==> config.mk <==
export PLATFORM = sky130hd
export DESIGN_NAME = reset_sequencer
export DESIGN_NICKNAME = d
export VERILOG_FILES = /design/src/rtl/reset_seq_pkg.sv /design/src/rtl/reset_seq_gap_counter.sv /design/src/rtl/reset_sequencer.sv
export SDC_FILE = /design/constraint.sdc
export NUM_CORES = 1
export LEC_CHECK = 0
export BUFFER_PORTS_ARGS = -buffer_cell sky130_fd_sc_hd__buf_4
export CAP_MARGIN = 40
export CELL_PAD_IN_SITES_DETAIL_PLACEMENT = 1
export CELL_PAD_IN_SITES_GLOBAL_PLACEMENT = 2
export CORE_MARGIN = 4
export CORE_UTILIZATION = 37
export CTS_CLUSTER_SIZE = 14
export DETAILED_ROUTE_END_ITERATION = 6
export PLACE_DENSITY = 0.82
export SLEW_MARGIN = 20
export SYNTH_ARGS = -nofsm -noshare
export SYNTH_HDL_FRONTEND = slang
export SYNTH_SLANG_ARGS = --single-unit
==> constraint.sdc <==
create_clock -name clk -period 2.9 [get_ports clk]
set_input_delay 0.145 -clock clk [delete_from_list [all_inputs] [get_ports clk]]
set_output_delay 0.145 -clock clk [all_outputs]
set_load 0.01 [all_outputs]
==> src/rtl/reset_seq_pkg.sv <==
// Shared types and constants for the staged reset sequencer.
package reset_seq_pkg;

  typedef enum logic [1:0] {
    HOLD    = 2'd0,
    RELEASE = 2'd1,
    DONE    = 2'd2,
    ASSERT  = 2'd3
  } state_t;

  localparam int DEF_GAP_CYCLES     = 16;
  localparam int DEF_SW_HOLD_CYCLES = 8;

  // Wide enough to hold the larger of the two terminal counts without wrapping.
  function automatic int cnt_width(input int gap, input int hold);
    int m;
    m = (gap > hold) ? gap : hold;
    return $clog2(m + 1);
  endfunction

endpackage

==> src/rtl/reset_seq_gap_counter.sv <==
// Free-running edge counter with a terminal-count pulse; clears itself at tc.
module reset_seq_gap_counter #(
  parameter int W = 5
) (
  input  logic         clk,
  input  logic         reset_n,
  input  logic         clear,
  input  logic [W-1:0] tc_val,
  output logic         tc
);

  logic [W-1:0] cnt;

  assign tc = (cnt == tc_val);

  always_ff @(posedge clk or negedge reset_n) begin
    if (!reset_n)         cnt <= '0;
    else if (clear || tc) cnt <= '0;
    else                  cnt <= cnt + 1'b1;
  end

endmodule

==> src/rtl/reset_sequencer.sv <==
// Staged reset release with software-reset replay.
// Optional: RESET_SEQ_REVERSE_ASSERT_EN drops stages high-to-low on software reset.
module reset_sequencer
  import reset_seq_pkg::*;
#(
  parameter int NUM_STAGES     = 4,
  parameter int GAP_CYCLES     = DEF_GAP_CYCLES,
  parameter int SW_HOLD_CYCLES = DEF_SW_HOLD_CYCLES
) (
  input  logic                  clk,
  input  logic                  reset_n,
  input  logic                  sw_rst_req,
  output logic                  sw_rst_ack,
  output logic [NUM_STAGES-1:0] stage_rst_n,
  output logic                  all_released,
  output logic                  busy
);

  localparam int CW = cnt_width(GAP_CYCLES, SW_HOLD_CYCLES);
  localparam int IW = (NUM_STAGES > 1) ? $clog2(NUM_STAGES) : 1;
  localparam logic [CW-1:0] GAP_TC  = CW'(GAP_CYCLES - 1);
  localparam logic [CW-1:0] HOLD_TC = CW'(SW_HOLD_CYCLES - 1);
  localparam logic [IW-1:0] LAST    = IW'(NUM_STAGES - 1);

  state_t        state;
  logic [IW-1:0] idx;
  logic          dropping;
  logic          tc;
  logic          cnt_clear;
  logic [CW-1:0] tc_val;

  // Counter is parked at zero in DONE so the software hold starts from a clean count.
  assign cnt_clear = (state == DONE);
  assign tc_val    = (state == ASSERT && !dropping) ? HOLD_TC : GAP_TC;

  reset_seq_gap_counter #(.W(CW)) u_cnt (
    .clk    (clk),
    .reset_n(reset_n),
    .clear  (cnt_clear),
    .tc_val (tc_val),
    .tc     (tc)
  );

`ifndef RESET_SEQ_REVERSE_ASSERT_EN
  assign dropping = 1'b0;
`endif

  always_ff @(posedge clk or negedge reset_n) begin
    if (!reset_n) begin
      state        <= HOLD;
      idx          <= '0;
      stage_rst_n  <= '0;
      all_released <= 1'b0;
      busy         <= 1'b1;
      sw_rst_ack   <= 1'b0;
`ifdef RESET_SEQ_REVERSE_ASSERT_EN
      dropping     <= 1'b0;
`endif
    end else begin
      sw_rst_ack <= 1'b0;
      case (state)
        HOLD, RELEASE: if (tc) begin
          stage_rst_n[idx] <= 1'b1;
          if (idx == LAST) begin
            state        <= DONE;
            all_released <= 1'b1;
            busy         <= 1'b0;
          end else begin
            idx   <= idx + 1'b1;
            state <= RELEASE;
          end
        end
        DONE: if (sw_rst_req) begin
          state        <= ASSERT;
          all_released <= 1'b0;
          busy         <= 1'b1;
`ifdef RESET_SEQ_REVERSE_ASSERT_EN
          // Thermometer code: a right shift drops the highest released stage.
          stage_rst_n  <= stage_rst_n >> 1;
          dropping     <= |(stage_rst_n >> 1);
`else
          stage_rst_n  <= '0;
`endif
        end
        ASSERT: if (tc) begin
`ifdef RESET_SEQ_REVERSE_ASSERT_EN
          if (dropping) begin
            stage_rst_n <= stage_rst_n >> 1;
            dropping    <= |(stage_rst_n >> 1);
          end else begin
            sw_rst_ack <= 1'b1;
            state      <= HOLD;
            idx        <= '0;
          end
`else
          sw_rst_ack <= 1'b1;
          state      <= HOLD;
          idx        <= '0;
`endif
        end
        default: state <= HOLD;
      endcase
    end
  end

endmodule

### Word level (Yosys, flattened, before mapping)

Cells that the tools add are included.

| storage, ports and cells | value |
|---|---|
| flip-flop bits (word level) | 16 |
| input port bits | 3 |
| output and inout port bits | 7 |
| word-level logic and storage cells | 57 |

| cells by class | value |
|---|---|
| add/sub/neg operators | 2 |
| $lt $le $gt $ge | 2 |
| eq/ne operators | 10 |
| mux-type cells | 25 |
| bitwise logic cells | 1 |
| reductions and logical operators | 10 |

Operators with widths:

| kind | count |
|---|---|
| 2-to-1 mux 2 bit | 6 |
| 2-to-1 mux 4 bit | 3 |
| 2-to-1 mux 1 bit | 9 |
| case mux 4 bit (2 select lines) | 1 |
| AND reduction 4 bit | 2 |
| == test 2 bit (second input constant) | 3 |
| inequality test 2 bit (second input constant) | 3 |
| case mux 2 bit (3 select lines) | 1 |
| AND reduction 3 bit | 2 |
| adder 5 x 1 -> 5 bit (second input constant) | 1 |
| == test 5 x 4 -> 1 bit | 1 |
| 2-to-1 mux 5 bit | 1 |
| inequality test 2 x 1 -> 1 bit (second input constant) | 2 |
| bitwise OR 4 bit | 1 |
| case mux 1 bit (2 select lines) | 2 |
| case mux 2 bit (2 select lines) | 1 |
| nonzero test 2 bit | 2 |
| less-than comparator 2 x 3 -> 1 bit (second input constant) | 1 |
| adder 2 x 1 -> 2 bit (second input constant) | 1 |
| demux 1 bit (select 2 bit) | 1 |
| == test 2 x 1 -> 1 bit (second input constant) | 1 |
| >= comparator 2 x 1 -> 1 bit (second input constant) | 1 |
| zero test 2 bit | 1 |
| OR reduction 2 bit | 1 |
| 2 further kinds | 2 |

### Depth between registers and ports, before layout

| depth | value |
|---|---|
| depth after elaboration | 7 |
| gate-level depth with buffers | 4 |
| depth with buffers taken out | 4 |

### By module

A second synthesis with hierarchy kept.

| unflattened totals | value |
|---|---|
| cell total of the unflattened synthesis | 84 |
| area, all modules | 822.0 µm² |

By module, submodules not included:

| module | instances | cells an instance | area each (µm²) | seq. area each (µm²) |
|---|---|---|---|---|
| reset_sequencer | 1 | 56 | 541.8 | 276.5 |
| reset_seq_gap_counter | 1 | 28 | 280.3 | 125.1 |

### Worst setup path after synthesis

OpenSTA, ideal clock, no wires.

| timing path | value |
|---|---|
| kind | flip-flop to flip-flop |
| start point | register u_cnt.cnt[0] |
| end point | register state[0] |
| arrival time | 1.182 ns |
| data required time | 2.774 ns |
| setup slack | 1.592 ns |
| cell stages (with the launch flop) | 5 |
| cells stage by stage | dfrtp_1 -> ha_1 -> nand3b_1 -> a21o_1 -> a221o_1 |

| on the way | value |
|---|---|
| word-level cells in the longest chain between the ends | 3 |

RTL lines:

| item | line | RTL |
|---|---|---|
| start, declared | reset_seq_gap_counter.sv:12 | `logic [W-1:0] cnt;` |
| start signal, assigned | reset_seq_gap_counter.sv:19 | `else cnt <= cnt + 1'b1;` |
| == test 5 x 4 -> 1 bit (*) | reset_seq_gap_counter.sv:14 | `assign tc = (cnt == tc_val);` |
| inequality test 2 x 1 -> 1 bit (no line) | n/a |  |
| AND reduction 3 bit (no line) (*) | n/a |  |
| end signal, assigned | reset_sequencer.sv:50 | `state <= HOLD;` |
| end signal, assigned | reset_sequencer.sv:65 | `state <= DONE;` |
| end signal, assigned | reset_sequencer.sv:70 | `state <= RELEASE;` |
| end, declared | reset_sequencer.sv:25 | `state_t state;` |

Every way passes the cells marked *; elsewhere a longest branch is shown, timed or not.
A chain may end at the register's enable or synchronous reset.

### Worst setup path after layout

| timing path | value |
|---|---|
| start point | register u_cnt.cnt[3] |
| end point | register state[0] |

The elaborated chain is that of the path after synthesis.

==> flow_summary.json <==
{
  "status": "finished clean",
  "relSlewSlack": 0.7095,
  "cts_tree": "yes",
  "synthTopCellsByCount": "dfrtp_1 (15), nand2_1 (10), ha_1 (5), o21ai_0 (5)",
  "synth_area_leaders": "dfrtp_1 (48%), ha_1 (8.0%), nand2_1 (4.8%)",
  "finalSetupViolCount": 0,
  "p_total_mw": 0.3776,
  "synth_top_area_share": 0.4792,
  "grt_pass1_wl_mm": 2.835,
  "critPathKind": "flip-flop to flip-flop",
  "yosysSeqAreaShare": 0.5128,
  "p_seq_frac": 0.590,
  "antenna_found_initial": 0,
  "clock_sinks": 16,
  "via_per_inst": 5.062,
  "core_area_mm2": 0.001982,
  "place_ws_ns": 1.449,
  "clk_pin_slew_worst_paths_ns": 0.09,
  "min_from": "sw_rst_req",
  "r2r_slack_ns": 1.44,
  "grt_max_degree": 17,
  "cp_data_arrival_time_ns": 1.64,
  "synth_most_common_cell": "dfrtp_1",
  "clockBufferDepth": 2,
  "ys_seq_elements": 16,
  "syn-cell-area_um2": 783.3,
  "r2r_start": "u_cnt.cnt[3]$_DFF_PN0_",
  "initial_utilization": 0.3952,
  "whs_path_depth": 2,
  "grt-ovfl-total": 0,
  "switching_share": 0.2000,
  "synth_flop_cell": "dfrtp_1",
  "routedWlPerCell_um": 13.97,
  "grt_setup_unrepaired": "no",
  "dr_total_vias": 572,
  "num_rows": 16,
  "power.leakage_nw": 0.3882,
  "r2r-end": "state[0]$_DFFE_PN0P_",
  "peakVddDrop_mv": 0.2495,
  "yosysUniqueCellTypes": 28,
  "p_switching_mw": 0.07553,
  "rr_worst_depth": 3,
  "fin_util": 0.4615,
  "ant_nets": 0,
  "fin_skew_ns": 0.001662,
  "dp_hpwl_mm": 1.169,
  "areaGrowthSynthToFinish_pct": 16.77,
  "synth_nets": 82,
  "synth_area_leader_cell": "dfrtp_1",
  "cp-start-kind": "flip-flop",
  "period_needed_ns": 1.462,
  "io_pins": 10,
  "fillCellCount": 224,
  "layout_setup_ws_ns": 1.438,
  "hold_violations": 0,
  "combPwrFrac": 0.021,
  "power.density_mw_per_mm2": 412.9,
  "crit_fanout": 9,
  "io_buffers": 9,
  "cts-buffers-inserted": 3,
  "drcViolationCount": 0,
  "synth_warnings": 0,
  "grtUsageTotal": 0.1404,
  "p_clk_frac": 0.389,
  "syn_area_per_cell_um2": 10.58,
  "tightest_slew_ns": 0.4349,
  "worstHoldEndpoint": "busy$_DFFE_PN1P_",
  "period_share": 0.5043,
  "synthCells": 74,
  "drv_cap": 0,
  "fmax_mhz": 683.8,
  "drtIter0Drc": 7,
  "dr.pass1.iters": 4,
  "grt_pass1_vias": 624,
  "finalNetCount": 95,
  "power.internal_mw": 0.3021,
  "cts-htree-levels": 1,
  "finalMaxSlewViolations": 0,
  "required_ns": 3.08,
  "dieHeight_um": 54.01,
  "die_w_um": 54.01,
  "die_area_mm2": 0.002917,
  "ctsRootBufferMaster": "clkbuf_4",
  "cts_resized": 0,
  "setup_tns_ns": 0,
  "hold_class": "primary input to flip-flop",
  "crit_path_end_kind": "flip-flop",
  "synthArstFlopShare": 1.000,
  "place_congestion": 0.8081,
  "drive_gt1_frac": 0.1628,
  "wl_mm": 1.579,
  "synth_edf_count": 0,
  "diodes": 0,
  "clock_latency_ns": 0.28
}
-- power groups by stage --
stage | Sequential [mW] | Clock (mW) | Combinational (mW)
final | 0.223 | 0.147 | 0.00775
after global routing | 0.223 | 0.168 | 0.00889
after CTS | 0.223 | 0.156 | 0.00819
after detailed placement | 0.227 | 0 | 0.00708
after global placement | 0.227 | 0 | 0.00699
after floorplan | 0.227 | 0 | 0.0000350
-- through the flow --
step	cells	hold WS, ns	instance area [um2]
final	113	0.1064	914.6
after global placement	108	0.01663	868.3
after CTS	113	0.09187	914.6
after global routing	113	0.09441	914.6
after detailed placement	108	0.01653	868.3
after floorplan	74	-0.1506	783.3
-- what timing repair did --
action | CTS | global route
hold buffers | 1 | 0
endpoints found under the hold margin | 16 | 0
setup buffers | 0 | 0
-- critical path, cell delays in order (launching register included) --
cell     delay [ns]
dfrtp_1        0.52
a21bo_1        0.26
a21o_1         0.25
a221o_1        0.32
-- registers in the layout, summed over array words and instances, names as in the netlist --
signal,count
sw_rst_ack,1
busy,1
state,2
stage_rst_n,4
all_released,1
u_cnt.cnt,5
idx,2
-- cell usage in the layout (no fill, tap or decap), types with 3 or more instances in the layout --
master and count:
dfrtp_1 15, nand2_1 10, buf_4 9, o21ai_0 5, ha_1 5, nor2_1 4
nand4_1 4, nand3_1 3, clkbuf_4 3
-- final cells by class --
class                   count  area, um2  area share
clock buffers               4      36.28     0.03967
inverters                   3      11.26     0.01231
multi-input cells          53      354.1      0.3871
flip-flops and latches     16      401.6      0.4391
well taps                  27      33.78     0.03694
repair buffers             10      77.57     0.08482
-- worst max path at each step --
stage / depth (start not counted) / slack (ns) / end / startpoint
2_1_floorplan: 4 / 1.59 / state[0]$_DFFE_PN0P_ / u_cnt.cnt[0]$_DFF_PN0_
3_3_place_gp: 3 / 1.47 / state[0]$_DFFE_PN0P_ / u_cnt.cnt[3]$_DFF_PN0_
3_5_place_dp: 4 / 1.45 / state[0]$_DFFE_PN0P_ / u_cnt.cnt[0]$_DFF_PN0_
4_1_cts: 4 / 1.44 / state[0]$_DFFE_PN0P_ / u_cnt.cnt[0]$_DFF_PN0_
5_1_grt: 3 / 1.36 / state[0]$_DFFE_PN0P_ / u_cnt.cnt[3]$_DFF_PN0_
6_report: 3 / 1.44 / state[0]$_DFFE_PN0P_ / u_cnt.cnt[3]$_DFF_PN0_
-- routing by layer --
metal  routed length [um]  share of wire  track usage  vias up
met4                   18          0.011      0.08714        0
met5                    0              0            0        -
met3                   68          0.043      0.03324        2
met2                  702           0.44       0.2077        8
met1                  790           0.50       0.1829      273
li1                     -              -            -      289
-- cell families after synthesis --
family                     share of synthesized area
and+or+nand+nor                               0.2172
buffers and inverters                        0.03514
DFF                                           0.5128
xor gates and xnor gates                     0.02237
adders and majority gates                    0.07987
AOI/OAI and AO/OA                             0.1198
muxes                                        0.01278
No activity file was read; power rests on OpenSTA's default activity.
